## config.mk

```make
export PLATFORM = sky130hd
export DESIGN_NAME = mem_port_arbiter_flat
export DESIGN_NICKNAME = d
export VERILOG_FILES = /design/src/rtl/mem_port_arbiter_if.sv /design/src/rtl/mem_port_arbiter.sv /design/src/flat_wrapper.sv
export SDC_FILE = /design/constraint.sdc
export NUM_CORES = 1
export LEC_CHECK = 0
export ABC_AREA = 1
export CAP_MARGIN = 20
export CORE_AREA = 2 2 109 111
export DETAILED_ROUTE_END_ITERATION = 12
export DIE_AREA = 0 0 111 113
export PLACE_DENSITY = 0.59
export RECOVER_POWER = 25
export SYNTH_ARGS = -nofsm -noshare
export SYNTH_HDL_FRONTEND = slang
export SYNTH_SLANG_ARGS = --single-unit
```

## constraint.sdc

```tcl
create_clock -name clk -period 3.9 [get_ports clk]
set_input_delay 0.585 -clock clk [delete_from_list [all_inputs] [get_ports clk]]
set_output_delay 0.585 -clock clk [all_outputs]
set_load 0.01 [all_outputs]
```

## src/rtl/mem_port_arbiter_if.sv

```systemverilog
// ---------------------------------------------------------------------------
// mem_port_arbiter_if
// Bundles every bus signal of the memory-port arbiter: the instruction-fetch
// port, the LSU data port, the shared memory port and the status outputs.
//   slave  : arbiter view (core/memory requests in, grants/responses out)
//   master : environment view (drives core and memory, observes the arbiter)
// ---------------------------------------------------------------------------
interface mem_port_arbiter_if #(
  parameter int WORD_WIDTH = 32
);

  // Instruction-fetch port
  logic                  instr_req_i;
  logic [WORD_WIDTH-1:0] instr_addr_i;
  logic                  instr_gnt_o;
  logic                  instr_rvalid_o;
  logic [WORD_WIDTH-1:0] instr_rdata_o;

  // LSU data port
  logic                  data_req_i;
  logic [WORD_WIDTH-1:0] data_addr_i;
  logic                  data_we_i;
  logic [3:0]            data_be_i;
  logic [WORD_WIDTH-1:0] data_wdata_i;
  logic                  data_gnt_o;
  logic                  data_rvalid_o;
  logic [WORD_WIDTH-1:0] data_rdata_o;

  // Shared memory port
  logic                  mem_req_o;
  logic [WORD_WIDTH-1:0] mem_addr_o;
  logic                  mem_we_o;
  logic [3:0]            mem_be_o;
  logic [WORD_WIDTH-1:0] mem_wdata_o;
  logic                  mem_gnt_i;
  logic                  mem_rvalid_i;
  logic [WORD_WIDTH-1:0] mem_rdata_i;

  // Status
  logic [2:0]            outstanding_o;
  logic                  err_o;

  modport slave (
    input  instr_req_i, instr_addr_i,
    output instr_gnt_o, instr_rvalid_o, instr_rdata_o,
    input  data_req_i, data_addr_i, data_we_i, data_be_i, data_wdata_i,
    output data_gnt_o, data_rvalid_o, data_rdata_o,
    output mem_req_o, mem_addr_o, mem_we_o, mem_be_o, mem_wdata_o,
    input  mem_gnt_i, mem_rvalid_i, mem_rdata_i,
    output outstanding_o, err_o
  );

  modport master (
    output instr_req_i, instr_addr_i,
    input  instr_gnt_o, instr_rvalid_o, instr_rdata_o,
    output data_req_i, data_addr_i, data_we_i, data_be_i, data_wdata_i,
    input  data_gnt_o, data_rvalid_o, data_rdata_o,
    input  mem_req_o, mem_addr_o, mem_we_o, mem_be_o, mem_wdata_o,
    output mem_gnt_i, mem_rvalid_i, mem_rdata_i,
    input  outstanding_o, err_o
  );

endinterface

```

## src/rtl/mem_port_arbiter.sv

```systemverilog
// ---------------------------------------------------------------------------
// mem_port_arbiter
// Shares one req/gnt/rvalid memory port between the instruction-fetch and
// LSU ports. The owner is locked while its request waits for mem_gnt_i; each
// grant pushes an owner tag into a small FIFO so that in-order responses are
// routed back to the master that issued them.
// Ports:
//   clk    : clock, all state on rising edge
//   rst_n  : asynchronous active-low reset
//   bus    : mem_port_arbiter_if.slave (fetch, LSU, memory and status signals)
// Parameters:
//   WORD_WIDTH      : address/data width
//   MAX_OUTSTANDING : granted-but-unanswered transactions allowed (1..4)
//   DATA_PRIORITY   : 1 = data wins ties, 0 = round-robin tie-break
// ---------------------------------------------------------------------------
module mem_port_arbiter #(
  parameter int WORD_WIDTH      = 32,
  parameter int MAX_OUTSTANDING = 2,
  parameter int DATA_PRIORITY   = 1
) (
  input  logic                   clk,
  input  logic                   rst_n,
  mem_port_arbiter_if.slave      bus
);

  localparam int               PTR_W    = (MAX_OUTSTANDING > 1) ? $clog2(MAX_OUTSTANDING) : 1;
  localparam logic [2:0]       MAX_CNT  = 3'(MAX_OUTSTANDING);
  localparam logic [PTR_W-1:0] LAST_PTR = PTR_W'(MAX_OUTSTANDING - 1);

  typedef enum logic [1:0] {
    ST_FREE   = 2'd0,
    ST_LOCK_I = 2'd1,
    ST_LOCK_D = 2'd2
  } state_e;

  typedef enum logic {
    OWN_I = 1'b0,
    OWN_D = 1'b1
  } owner_e;

  state_e           r_state;
  owner_e           r_last_owner;
  owner_e           r_fifo [MAX_OUTSTANDING];
  logic [PTR_W-1:0] r_wr_ptr;
  logic [PTR_W-1:0] r_rd_ptr;
  logic [2:0]       r_count;
  logic             r_err;

  owner_e                w_owner;
  owner_e                w_pop_tag;
  logic                  w_owner_req;
  logic                  w_full;
  logic                  w_mem_req;
  logic                  w_grant;
  logic                  w_pop;
  logic [WORD_WIDTH-1:0] w_mem_addr;
  logic                  w_mem_we;
  logic [3:0]            w_mem_be;
  logic [WORD_WIDTH-1:0] w_mem_wdata;

  // Circular pointer advance; depth need not be a power of two.
  function automatic logic [PTR_W-1:0] ptr_next(input logic [PTR_W-1:0] p);
    return (p == LAST_PTR) ? {PTR_W{1'b0}} : p + PTR_W'(1);
  endfunction

  // Owner selection: forced while locked, otherwise arbitrated.
  always_comb begin
    w_owner = OWN_D;
    case (r_state)
      ST_LOCK_I: w_owner = OWN_I;
      ST_LOCK_D: w_owner = OWN_D;
      default: begin
        if (bus.instr_req_i && bus.data_req_i) begin
          if (DATA_PRIORITY != 0) begin
            w_owner = OWN_D;
          end else if (r_last_owner == OWN_D) begin
            w_owner = OWN_I;
          end else begin
            w_owner = OWN_D;
          end
        end else if (bus.instr_req_i) begin
          w_owner = OWN_I;
        end else begin
          w_owner = OWN_D;
        end
      end
    endcase
  end

  // Full is taken from the registered count, so a same-cycle response
  // never opens a slot early.
  assign w_owner_req = (w_owner == OWN_D) ? bus.data_req_i : bus.instr_req_i;
  assign w_full      = (r_count == MAX_CNT);
  assign w_mem_req   = w_owner_req & ~w_full;
  assign w_grant     = w_mem_req & bus.mem_gnt_i;
  assign w_pop       = bus.mem_rvalid_i & (r_count != 3'd0);
  assign w_pop_tag   = r_fifo[r_rd_ptr];

  // Request field mux; everything is zero while no request is presented.
  always_comb begin
    w_mem_addr  = {WORD_WIDTH{1'b0}};
    w_mem_we    = 1'b0;
    w_mem_be    = 4'h0;
    w_mem_wdata = {WORD_WIDTH{1'b0}};
    if (w_mem_req) begin
      if (w_owner == OWN_D) begin
        w_mem_addr  = bus.data_addr_i;
        w_mem_we    = bus.data_we_i;
        w_mem_be    = bus.data_be_i;
        w_mem_wdata = bus.data_wdata_i;
      end else begin
        w_mem_addr  = bus.instr_addr_i;
        w_mem_we    = 1'b0;
        w_mem_be    = 4'hF;
        w_mem_wdata = {WORD_WIDTH{1'b0}};
      end
    end else begin
      w_mem_addr  = {WORD_WIDTH{1'b0}};
      w_mem_we    = 1'b0;
      w_mem_be    = 4'h0;
      w_mem_wdata = {WORD_WIDTH{1'b0}};
    end
  end

  assign bus.mem_req_o      = w_mem_req;
  assign bus.mem_addr_o     = w_mem_addr;
  assign bus.mem_we_o       = w_mem_we;
  assign bus.mem_be_o       = w_mem_be;
  assign bus.mem_wdata_o    = w_mem_wdata;
  assign bus.instr_gnt_o    = w_grant & (w_owner == OWN_I);
  assign bus.data_gnt_o     = w_grant & (w_owner == OWN_D);
  assign bus.instr_rvalid_o = w_pop & (w_pop_tag == OWN_I);
  assign bus.data_rvalid_o  = w_pop & (w_pop_tag == OWN_D);
  assign bus.instr_rdata_o  = bus.mem_rdata_i;
  assign bus.data_rdata_o   = bus.mem_rdata_i;
  assign bus.outstanding_o  = r_count;
  assign bus.err_o          = r_err;

  // Lock FSM: hold the owner while its request waits; a dropped request
  // (protocol violation) releases the lock.
  always_ff @(posedge clk or negedge rst_n) begin
    if (!rst_n) begin
      r_state <= ST_FREE;
    end else begin
      case (r_state)
        ST_FREE: begin
          if (w_mem_req && !bus.mem_gnt_i) begin
            r_state <= (w_owner == OWN_D) ? ST_LOCK_D : ST_LOCK_I;
          end else begin
            r_state <= ST_FREE;
          end
        end
        ST_LOCK_I: begin
          if (w_grant || !bus.instr_req_i) begin
            r_state <= ST_FREE;
          end else begin
            r_state <= ST_LOCK_I;
          end
        end
        ST_LOCK_D: begin
          if (w_grant || !bus.data_req_i) begin
            r_state <= ST_FREE;
          end else begin
            r_state <= ST_LOCK_D;
          end
        end
        default: r_state <= ST_FREE;
      endcase
    end
  end

  // Last granted master, used by the round-robin tie-break.
  always_ff @(posedge clk or negedge rst_n) begin
    if (!rst_n) begin
      r_last_owner <= OWN_D;
    end else if (w_grant) begin
      r_last_owner <= w_owner;
    end else begin
      r_last_owner <= r_last_owner;
    end
  end

  // Owner-tag FIFO and outstanding count.
  always_ff @(posedge clk or negedge rst_n) begin
    if (!rst_n) begin
      for (int i = 0; i < MAX_OUTSTANDING; i++) begin
        r_fifo[i] <= OWN_I;
      end
      r_wr_ptr <= {PTR_W{1'b0}};
      r_rd_ptr <= {PTR_W{1'b0}};
      r_count  <= 3'd0;
    end else begin
      if (w_grant) begin
        r_fifo[r_wr_ptr] <= w_owner;
        r_wr_ptr         <= ptr_next(r_wr_ptr);
      end
      if (w_pop) begin
        r_rd_ptr <= ptr_next(r_rd_ptr);
      end
      case ({w_grant, w_pop})
        2'b10:   r_count <= r_count + 3'd1;
        2'b01:   r_count <= r_count - 3'd1;
        default: r_count <= r_count;
      endcase
    end
  end

  // Sticky error: a response arrived with nothing outstanding.
  always_ff @(posedge clk or negedge rst_n) begin
    if (!rst_n) begin
      r_err <= 1'b0;
    end else if (bus.mem_rvalid_i && (r_count == 3'd0)) begin
      r_err <= 1'b1;
    end else begin
      r_err <= r_err;
    end
  end

endmodule

```

## src/flat_wrapper.sv

```systemverilog
// flat-port wrapper written by rule: the top's interface ports become plain ports
module mem_port_arbiter_flat 
#(
  parameter int WORD_WIDTH      = 32,
  parameter int MAX_OUTSTANDING = 2,
  parameter int DATA_PRIORITY   = 1
)
  (clk, rst_n, bus_instr_req_i, bus_instr_addr_i, bus_instr_gnt_o, bus_instr_rvalid_o, bus_instr_rdata_o, bus_data_req_i, bus_data_addr_i, bus_data_we_i, bus_data_be_i, bus_data_wdata_i, bus_data_gnt_o, bus_data_rvalid_o, bus_data_rdata_o, bus_mem_req_o, bus_mem_addr_o, bus_mem_we_o, bus_mem_be_o, bus_mem_wdata_o, bus_mem_gnt_i, bus_mem_rvalid_i, bus_mem_rdata_i, bus_outstanding_o, bus_err_o);
  mem_port_arbiter_if #(.WORD_WIDTH(WORD_WIDTH)) bus_i ();
  input  logic clk;
  input  logic rst_n;
  input wire logic [$bits(bus_i.instr_req_i)-1:0] bus_instr_req_i;
  input wire logic [$bits(bus_i.instr_addr_i)-1:0] bus_instr_addr_i;
  output wire logic [$bits(bus_i.instr_gnt_o)-1:0] bus_instr_gnt_o;
  output wire logic [$bits(bus_i.instr_rvalid_o)-1:0] bus_instr_rvalid_o;
  output wire logic [$bits(bus_i.instr_rdata_o)-1:0] bus_instr_rdata_o;
  input wire logic [$bits(bus_i.data_req_i)-1:0] bus_data_req_i;
  input wire logic [$bits(bus_i.data_addr_i)-1:0] bus_data_addr_i;
  input wire logic [$bits(bus_i.data_we_i)-1:0] bus_data_we_i;
  input wire logic [$bits(bus_i.data_be_i)-1:0] bus_data_be_i;
  input wire logic [$bits(bus_i.data_wdata_i)-1:0] bus_data_wdata_i;
  output wire logic [$bits(bus_i.data_gnt_o)-1:0] bus_data_gnt_o;
  output wire logic [$bits(bus_i.data_rvalid_o)-1:0] bus_data_rvalid_o;
  output wire logic [$bits(bus_i.data_rdata_o)-1:0] bus_data_rdata_o;
  output wire logic [$bits(bus_i.mem_req_o)-1:0] bus_mem_req_o;
  output wire logic [$bits(bus_i.mem_addr_o)-1:0] bus_mem_addr_o;
  output wire logic [$bits(bus_i.mem_we_o)-1:0] bus_mem_we_o;
  output wire logic [$bits(bus_i.mem_be_o)-1:0] bus_mem_be_o;
  output wire logic [$bits(bus_i.mem_wdata_o)-1:0] bus_mem_wdata_o;
  input wire logic [$bits(bus_i.mem_gnt_i)-1:0] bus_mem_gnt_i;
  input wire logic [$bits(bus_i.mem_rvalid_i)-1:0] bus_mem_rvalid_i;
  input wire logic [$bits(bus_i.mem_rdata_i)-1:0] bus_mem_rdata_i;
  output wire logic [$bits(bus_i.outstanding_o)-1:0] bus_outstanding_o;
  output wire logic [$bits(bus_i.err_o)-1:0] bus_err_o;
  assign bus_i.instr_req_i = bus_instr_req_i;
  assign bus_i.instr_addr_i = bus_instr_addr_i;
  assign bus_instr_gnt_o = bus_i.instr_gnt_o;
  assign bus_instr_rvalid_o = bus_i.instr_rvalid_o;
  assign bus_instr_rdata_o = bus_i.instr_rdata_o;
  assign bus_i.data_req_i = bus_data_req_i;
  assign bus_i.data_addr_i = bus_data_addr_i;
  assign bus_i.data_we_i = bus_data_we_i;
  assign bus_i.data_be_i = bus_data_be_i;
  assign bus_i.data_wdata_i = bus_data_wdata_i;
  assign bus_data_gnt_o = bus_i.data_gnt_o;
  assign bus_data_rvalid_o = bus_i.data_rvalid_o;
  assign bus_data_rdata_o = bus_i.data_rdata_o;
  assign bus_mem_req_o = bus_i.mem_req_o;
  assign bus_mem_addr_o = bus_i.mem_addr_o;
  assign bus_mem_we_o = bus_i.mem_we_o;
  assign bus_mem_be_o = bus_i.mem_be_o;
  assign bus_mem_wdata_o = bus_i.mem_wdata_o;
  assign bus_i.mem_gnt_i = bus_mem_gnt_i;
  assign bus_i.mem_rvalid_i = bus_mem_rvalid_i;
  assign bus_i.mem_rdata_i = bus_mem_rdata_i;
  assign bus_outstanding_o = bus_i.outstanding_o;
  assign bus_err_o = bus_i.err_o;
  mem_port_arbiter #(.WORD_WIDTH(WORD_WIDTH), .MAX_OUTSTANDING(MAX_OUTSTANDING), .DATA_PRIORITY(DATA_PRIORITY)) u_core (.clk(clk), .rst_n(rst_n), .bus(bus_i));
endmodule
```

======== Word-level counts from Yosys, hierarchy flattened ========
Index checks and enable logic that the tools add are counted.
operators by class
  add/sub/neg operators ................... 4
  bitwise gates (word level) .............. 12
  magnitude comparators ................... 3
  multiplexer cells ....................... 26
  eq/ne operators ......................... 5
  reduce and logical (&&, ||, !) cells .... 13
operators by type and width
  cell                                                                  number
  32-bit two-way mux                                                    4
  1-bit two-way mux                                                     12
  4-bit two-way mux                                                     2
  1-bit bitwise AND                                                     7
  2-bit two-way mux                                                     3
  2-bit case mux with 3 select lines                                    1
  3-bit case mux with 2 select lines                                    1
  2-bit by 1-bit == test with 1-bit output, second input constant       2
  2-bit == test, second input constant                                  2
  2-bit >= comparator, second input constant                            2
  1-bit logical AND                                                     4
  1-bit NOT with 2-bit output                                           2
  3-bit by 1-bit adder with 3-bit output, second input constant         1
  3-bit by 2-bit == test with 1-bit output, second input constant       1
  1-bit logical NOT                                                     3
  3-bit logical NOT                                                     1
  1-bit NOT                                                             3
  3-bit nonzero test                                                    1
  3-bit by 1-bit subtractor with 3-bit output, second input constant    1
  1-bit adder, second input constant                                    2
  2-bit bitwise mux                                                     1
  2-bit logical NOT                                                     1
  1-bit logical OR                                                      2
  2-bit by 1-bit < comparator with 1-bit output, second input constant  1
  3 further kinds                                                       3
storage, ports and cells
  bits in registers ....................... 10
  input bits .............................. 139
  output and inout bits ................... 142

======== Depth between registers and ports, before layout ========
Gate-level depths: netlist of run 1.
  depth in word-level cells ............... 9
  mapped depth ............................ 13

======== Worst setup path before layout of run 1 ========
Ideal clock, no wire load.
  path type ............................... register to register
  from .................................... register u_core.r_state[0]
  to ...................................... register u_core.r_count[2] (netlist: u_core.bus.outstanding_o[2])
  required time ........................... 3769 ps
  period minus slack after synthesis ...... 2315 ps
  setup time .............................. 131 ps
  path slack .............................. 1585 ps
  arrival ................................. 2184 ps
  path buffers ............................ 0
  stages on the path, launching flop included .. 14
  cell sequence ........................... dfrtp_1 -> inv_1 -> ha_1 -> nor2_2 -> nand2_2 -> nand3_1 -> nand2_1 -> nand3_1 -> ha_1 -> inv_1 -> fa_1 -> a21oi_1 -> o21ai_0 -> xor2_1
on the way
  longest elaborated chain between the ends .. 7
RTL lines
  item                                                                              RTL line                 source
  from (decl)                                                                       mem_port_arbiter.sv:41   state_e r_state;
  from (signal assigned)                                                            mem_port_arbiter.sv:148  r_state <= (w_owner == OWN_D) ? ST_LOCK_D : ST_LOCK_I;
  2-bit == test / 2-bit by 1-bit == test with 1-bit output (equally long branches)  mem_port_arbiter.sv:69   case (r_state)
  1-bit case mux with 2 select lines (*)                                            mem_port_arbiter.sv:69
  1-bit two-way mux (*)                                                             mem_port_arbiter.sv:92   assign w_owner_req = (w_owner == OWN_D) ? bus.data_req_i : bus.instr_req_i;
  1-bit bitwise AND (*)                                                             mem_port_arbiter.sv:94   assign w_mem_req = w_owner_req & ~w_full;
  1-bit bitwise AND (*)                                                             mem_port_arbiter.sv:95   assign w_grant = w_mem_req & bus.mem_gnt_i;
  2-bit by 1-bit == test with 1-bit output / 2-bit == test (equally long branches)  mem_port_arbiter.sv:200  case ({w_grant, w_pop})
  3-bit case mux with 2 select lines / 2-bit nonzero test (equally long branches)   -
  to (signal assigned)                                                              mem_port_arbiter.sv:201  2'b10: r_count <= r_count + 3'd1;
  to (signal assigned)                                                              mem_port_arbiter.sv:202  2'b01: r_count <= r_count - 3'd1;
  to (signal assigned)                                                              mem_port_arbiter.sv:203  default: r_count <= r_count;
  to (decl)                                                                         mem_port_arbiter.sv:46   logic [2:0] r_count;
Every way passes the cells marked *; elsewhere a longest branch is shown, timed or not.
A chain may end at the register's enable or synchronous reset.

======== Worst setup path after layout of run 1 ========
  from .................................... input bus_data_req_i
  to ...................................... output bus_mem_wdata_o[6]
on the way
  longest elaborated chain between the ends .. 6
RTL lines
  item                                RTL line                 source
  from (decl)                         flat_wrapper.sv:17       input wire logic [$bits(bus_i.data_req_i)-1:0] bus_data_req_i;
  1-bit logical AND                   mem_port_arbiter.sv:73   if (bus.instr_req_i && bus.data_req_i) begin
  1-bit two-way mux                   mem_port_arbiter.sv:73
  1-bit case mux with 2 select lines  mem_port_arbiter.sv:69
  1-bit two-way mux                   mem_port_arbiter.sv:92
  1-bit bitwise AND                   mem_port_arbiter.sv:94
  32-bit two-way mux (*)              mem_port_arbiter.sv:105  if (w_mem_req) begin
  to (decl)                           flat_wrapper.sv:29       output wire logic [$bits(bus_i.mem_wdata_o)-1:0] bus_mem_wdata_o;
Marks and branches as above.

==> flow_metrics.env, run 1 <==
export IMPL_multiInputGateArea_mm2=0.00103
export IMPL_vias=2414
export IMPL_setup_viol=0
export IMPL_worstPathCellList="clkdlybuf4s50_1 -> nor2_2 -> nand2_2 -> nand2_4 -> inv_4 -> nand2_1 -> nor2_1 -> clkdlybuf4s50_1"
export IMPL_synth_edf_count=0
export IMPL_die_area_mm2=0.0125
export IMPL_pwr_share_seq_pct=7.6
export IMPL_synth_simple_gate_area_share_pct=36.9
export IMPL_fin_worst_skew_ns=0.00295
export IMPL_grt_pass1_vias=2393
export IMPL_rsz0062_at_grt="no"
export IMPL_synth_xor_area_share_pct=1.33
export IMPL_min_period_ns=3.34
export IMPL_synth_seq_cells=10
export IMPL_gp_congestion=0.744
export IMPL_cts_root_buffer="clkbuf_16"
export IMPL_mostFrequentLayoutCell="clkdlybuf4s50_1"
export IMPL_intPower_uw=1340
export IMPL_slew_violations=0
export IMPL_fill_cells=1231
export IMPL_crit_path_end_kind="output pin"
export IMPL_cts_hold_buf=0
export IMPL_ys_flop_type="dfrtp_1"
export IMPL_switching_share_pct=46.5
export IMPL_avgSynthCellArea_um2=5.79
export IMPL_post_cts_resized=0
export IMPL_synth_cell_type_count=23
export IMPL_synthToLayoutAreaGrowth_pct=76.9
export IMPL_synth_fa_ha_area_share_pct=4.18
export IMPL_antenna_found_initial=0
export IMPL_critPathMostFrequentCell="clkdlybuf4s50_1"
export IMPL_synth_compound_area_share_pct=9.94
export IMPL_tightest_slew_ns=0.655
export IMPL_synth_top_family_by_area="simple AND/OR/NAND/NOR gates"
export IMPL_htreeDepth=1
export IMPL_leakagePower_uw=0.00151
export IMPL_io_pins=281
export IMPL_synth_area_mm2=0.00198
export IMPL_nNetsFinal=596
export IMPL_core_area_mm2=0.0113
export IMPL_post_cts_buffers=0
export IMPL_layout_drive_gt1_share_pct=3.78
export IMPL_vias_per_cell=4.07
export IMPL_grt_ovfl_total=0
export IMPL_wl_um=7160
export IMPL_p_sw_uw=1170
export IMPL_die_y_um=113
export IMPL_grt_usage_pct=10.7
export IMPL_irDropWorstVdd_mv=0.295
export IMPL_grt_max_degree=70
export IMPL_die_w_um=111
export IMPL_drc=0
export IMPL_clock_latency_ns=0.24
export IMPL_cp_slowest_cell="clkdlybuf4s50_1"
export IMPL_combPwrFrac_pct=84.2
export IMPL_wire_per_inst_um=12.1
export IMPL_cts_buffers=3
export IMPL_antennaDiodeCount=0
export IMPL_cts_buffer_depth=2
export IMPL_tns_ns=0
export IMPL_post_route_util_pct=31.0
export IMPL_ys_seq_area_share_pct=12.7
export IMPL_clkSlewWorstSetupHoldPaths_ns=0.04
export IMPL_syn_inst=341
export IMPL_cp_max_fo=69
export IMPL_worstPathRequired_ns=3.31
export IMPL_hold_violations=0
export IMPL_first_pass_iters=4
export IMPL_seqCellArea_um2=250
export IMPL_port_buffers=184
export IMPL_crit_path_start_kind="input pin"
export IMPL_async_flop_share_pct=100
export IMPL_period_share_pct=85.7
export IMPL_place_hpwl_um=5700
export IMPL_grt_pass1_wl_um=11400
export IMPL_crit_type="in -> out"
export IMPL_start_util_pct=17.5
export IMPL_status="completed"
export IMPL_fmax_ghz=0.299
export IMPL_power_density_mw_per_mm2=717
export IMPL_muxShareOfSynthArea_pct=0
export IMPL_p_clk_share_pct=8.2
export IMPL_hp_class="reg -> reg"
export IMPL_syn_num_nets=486
export IMPL_drt_iter0_drc=118
export IMPL_ys_warn_count=0
export IMPL_final_cell_mix="clkdlybuf4s50_1 (182), nand2_1 (115), nor2_1 (53)"
export IMPL_cts_sinks=10
export IMPL_cts_tree="built"
export IMPL_num_rows=39
export IMPL_timing_max_cap_violations=0
export IMPL_slew_headroom_pct=56.3
export IMPL_worstPathArrival_ns=2.76
export IMPL_max_stage_delay_ns=0.55
export IMPL_drtAntennaViolNets=0
## stage by stage
step	setup WS [ns]	total power, µW	cell area (µm²)	std cells	hold WS, ns
CTS	0.552	2550	3490	593	0.473
floorplan	1.59	1400	1980	341	0.289
global placement	0.624	2300	3410	589	0.464
finish	0.558	2500	3490	593	0.469
global route	0.357	2730	3490	593	0.494
detailed placement	0.565	2330	3410	589	0.460
## metal layers
metal	global-route usage (%)	share of wire, %
met2	18.6	46
met5	0	0
met1	12.4	41
met4	3.25	2.1
met3	3.64	11
## synth_stat cells, types with 2 or more instances
cell type  instances  share of area (%)
nand4_1            2               0.63
inv_1             19                3.6
nand2_1          115                 22
nand3_1            4                1.0
ha_1               5                3.2
a21oi_1           33                8.4
buf_4             66                 25
xor2_1             2               0.89
dfrtp_1           10                 13
nor2_2             2               0.63
nand3_2            3                1.5
nor2_1            53                 10
buf_6              6                3.4
o21ai_0            3               0.76
buf_2             10                2.5
## area by class of cell
type                            count  share of cell area, %
Timing Repair Buffer              187                   53.3
Multi-Input combinational cell    229                   29.6
Sequential cell                    10                   7.16
Tap cell                          143                   5.12
Clock buffer                        4                   2.54
Inverter                           20                   2.22
## cell families after synthesis
family / count (synthesis)
buf+inv: 102
compound gates: 38
flops: 10
xor+xnor: 3
simple gates: 182
fa+ha+maj: 6
## critical path: cells and delay by family
| family | cells | cell delay, ns |
|---|---|---|
| and+or+nand+nor | 5 | 0.56 |
| buffers and inverters | 3 | 1.57 |
## sequential cells by signal (all words and copies together), names as in the netlist
signal and flops:
u_core.r_wr_ptr 1, u_core.bus.err_o 1, u_core.r_rd_ptr 1, u_core.bus.outstanding_o 3
u_core.r_state 2, u_core.r_fifo 2
## path summary, 6_finish.rpt
check	cells after the start	end	startpoint	slack, ns
max in group asynchronous	1	u_core.r_fifo[0]	rst_n	2.83
max	8	bus_mem_wdata_o[6]	bus_data_req_i	0.56
min in group asynchronous	1	u_core.bus.outstanding_o[0]	rst_n	0.74
min	1	u_core.bus.err_o	u_core.bus.err_o	0.47
max reg2reg	13	u_core.bus.outstanding_o[2]	u_core.r_state[0]	1.29
min reg2reg	1	u_core.bus.err_o	u_core.bus.err_o	0.47
## power groups by stage
stage                     clock (µW)  combinational, µW  sequential, µW
after global placement             0               2110             192
after floorplan                    0               1210             195
after detailed placement           0               2130             192
after CTS                        210               2150             192
after global routing             214               2310             200
final                            204               2110             191
Note: power is estimated with default switching activity, not from simulation.
==> run 2: changes to the inputs <==
--- a/config.mk
+++ b/config.mk
@@ -10,8 +10,9 @@
 export CORE_AREA = 2 2 109 111
 export DETAILED_ROUTE_END_ITERATION = 12
 export DIE_AREA = 0 0 111 113
-export PLACE_DENSITY = 0.59
+export PLACE_DENSITY_LB_ADDON = 0.1
 export RECOVER_POWER = 25
+export SLEW_MARGIN = 30
 export SYNTH_ARGS = -nofsm -noshare
 export SYNTH_HDL_FRONTEND = slang
 export SYNTH_SLANG_ARGS = --single-unit
==> flow_metrics.env, run 2 (same netlist as run 1, synthesis figures left out) <==
export IMPL_cp_max_fo=25
export IMPL_clock_latency_ns=0.23
export IMPL_worstPathArrival_ns=2.63
export IMPL_fmax_ghz=0.311
export IMPL_power_density_mw_per_mm2=729
export IMPL_drt_iter0_drc=116
export IMPL_post_cts_resized=0
export IMPL_vias_per_cell=4.02
export IMPL_crit_path_end_kind="output pin"
export IMPL_slew_headroom_pct=67.9
export IMPL_layout_drive_gt1_share_pct=4.20
export IMPL_port_buffers=184
export IMPL_leakagePower_uw=0.00152
export IMPL_cts_tree="built"
export IMPL_die_y_um=113
export IMPL_post_route_util_pct=31.4
export IMPL_worstHoldPathCells=1
export IMPL_num_rows=39
export IMPL_cts_sinks=10
export IMPL_io_pins=281
export IMPL_fin_worst_skew_ns=0.00105
export IMPL_cts_buffers=3
export IMPL_core_area_mm2=0.0113
export IMPL_grt_pass1_wl_um=12800
export IMPL_setup_viol=0
export IMPL_status="completed"
export IMPL_mostFrequentLayoutCell="clkdlybuf4s50_1"
export IMPL_hold_violations=0
export IMPL_power_uw=2580
export IMPL_gp_congestion=0.839
export IMPL_place_hpwl_um=6590
export IMPL_rsz0062_at_grt="no"
export IMPL_antenna_found_initial=0
export IMPL_die_w_um=111
export IMPL_min_period_ns=3.21
export IMPL_timing_max_cap_violations=0
export IMPL_synthToLayoutAreaGrowth_pct=78.9
export IMPL_nNetsFinal=598
export IMPL_hp_class="reg -> reg"
export IMPL_post_cts_buffers=0
export IMPL_vias=2394
export IMPL_wl_um=8310
export IMPL_largest_reg_flops=3
export IMPL_grt_ovfl_total=0
export IMPL_cts_hold_buf=0
export IMPL_crit_path_start_kind="input pin"
export IMPL_grt_pass1_vias=2393
export IMPL_final_cells=595
export IMPL_htreeDepth=1
export IMPL_tightest_slew_ns=0.480
export IMPL_crit_type="in -> out"
export IMPL_die_area_mm2=0.0125
export IMPL_cts_buffer_depth=2
export IMPL_grt_usage_pct=12.4
export IMPL_slew_violations=0
export IMPL_final_cell_mix="clkdlybuf4s50_1 (182), nand2_1 (115), nor2_1 (53)"
export IMPL_worstPathRequired_ns=3.31
export IMPL_antennaDiodeCount=0
export IMPL_drtAntennaViolNets=0
export IMPL_tns_ns=0
export IMPL_first_pass_iters=4
export IMPL_period_share_pct=82.3
export IMPL_dp_cells=591
export IMPL_irDropWorstVdd_mv=0.305
export IMPL_cts_root_buffer="clkbuf_16"
export IMPL_r2r_cells=13
export IMPL_drc=0
export IMPL_start_util_pct=17.5
export IMPL_grt_max_degree=39
export IMPL_wire_per_inst_um=14.0
export IMPL_clkSlewWorstSetupHoldPaths_ns=0.04
[run 2: cell types whose count changed in the layout (fill, tap and decap cells not counted), sizes merged]
| cell | previous run | this run |
|---|---|---|
| buf | 3 | 5 |
[run 2: worst paths after layout]
path | from | endpoint | slack, ns
worst max-delay path | bus_data_req_i | bus_mem_addr_o[26] | 0.69
worst min-delay path | u_core.bus.err_o | u_core.bus.err_o | 0.47
worst max register to register | u_core.r_state[0] | u_core.bus.outstanding_o[2] | 1.34
worst min register to register | u_core.bus.err_o | u_core.bus.err_o | 0.47
max in group asynchronous | rst_n | u_core.r_fifo[1] | 2.83
min in group asynchronous | rst_n | u_core.bus.err_o | 0.75
[run 2: cell type report]
type / count / area, µm²
fill: 1246 / 7740
timing repair buffer: 189 / 1900
multi-input combinational: 229 / 1030
sequential: 10 / 250
tap: 143 / 179
clock buffer: 4 / 88.8
inverter: 20 / 77.6
[run 2: power by group]
group | internal (µW) | total (µW) | switching [µW]
Sequential | 155 | 192 | 37.3
Clock | 154 | 201 | 47.0
Combinational | 1080 | 2180 | 1110
[run 2: per-layer routing]
layer | up-vias | part of all wire [%] | track usage (%)
met5 | - | 0 | 0
li1 | 1197 | - | -
met1 | 1029 | 38 | 14.1
met2 | 159 | 52 | 23.4
met3 | 9 | 9.1 | 3.64
met4 | 0 | 0.91 | 2.00
[run 2: through the flow]
stage / hold WS [ns] / area, µm² / setup WS (ns)
after floorplan: 0.289 / 1980 / 1.59
after global placement: 0.475 / 3450 / 0.700
after detailed placement: 0.461 / 3450 / 0.637
after CTS: 0.473 / 3530 / 0.629
after global routing: 0.486 / 3530 / 0.544
final: 0.472 / 3530 / 0.688
[run 2: critical path, cell delays in order]
cell	delay [ns]
clkdlybuf4s50_1	0.53
nor2_2	0.06
nand2_2	0.10
nand2_4	0.06
inv_4	0.23
buf_4	0.26
nand2_1	0.08
a21oi_1	0.15
clkdlybuf4s50_1	0.55
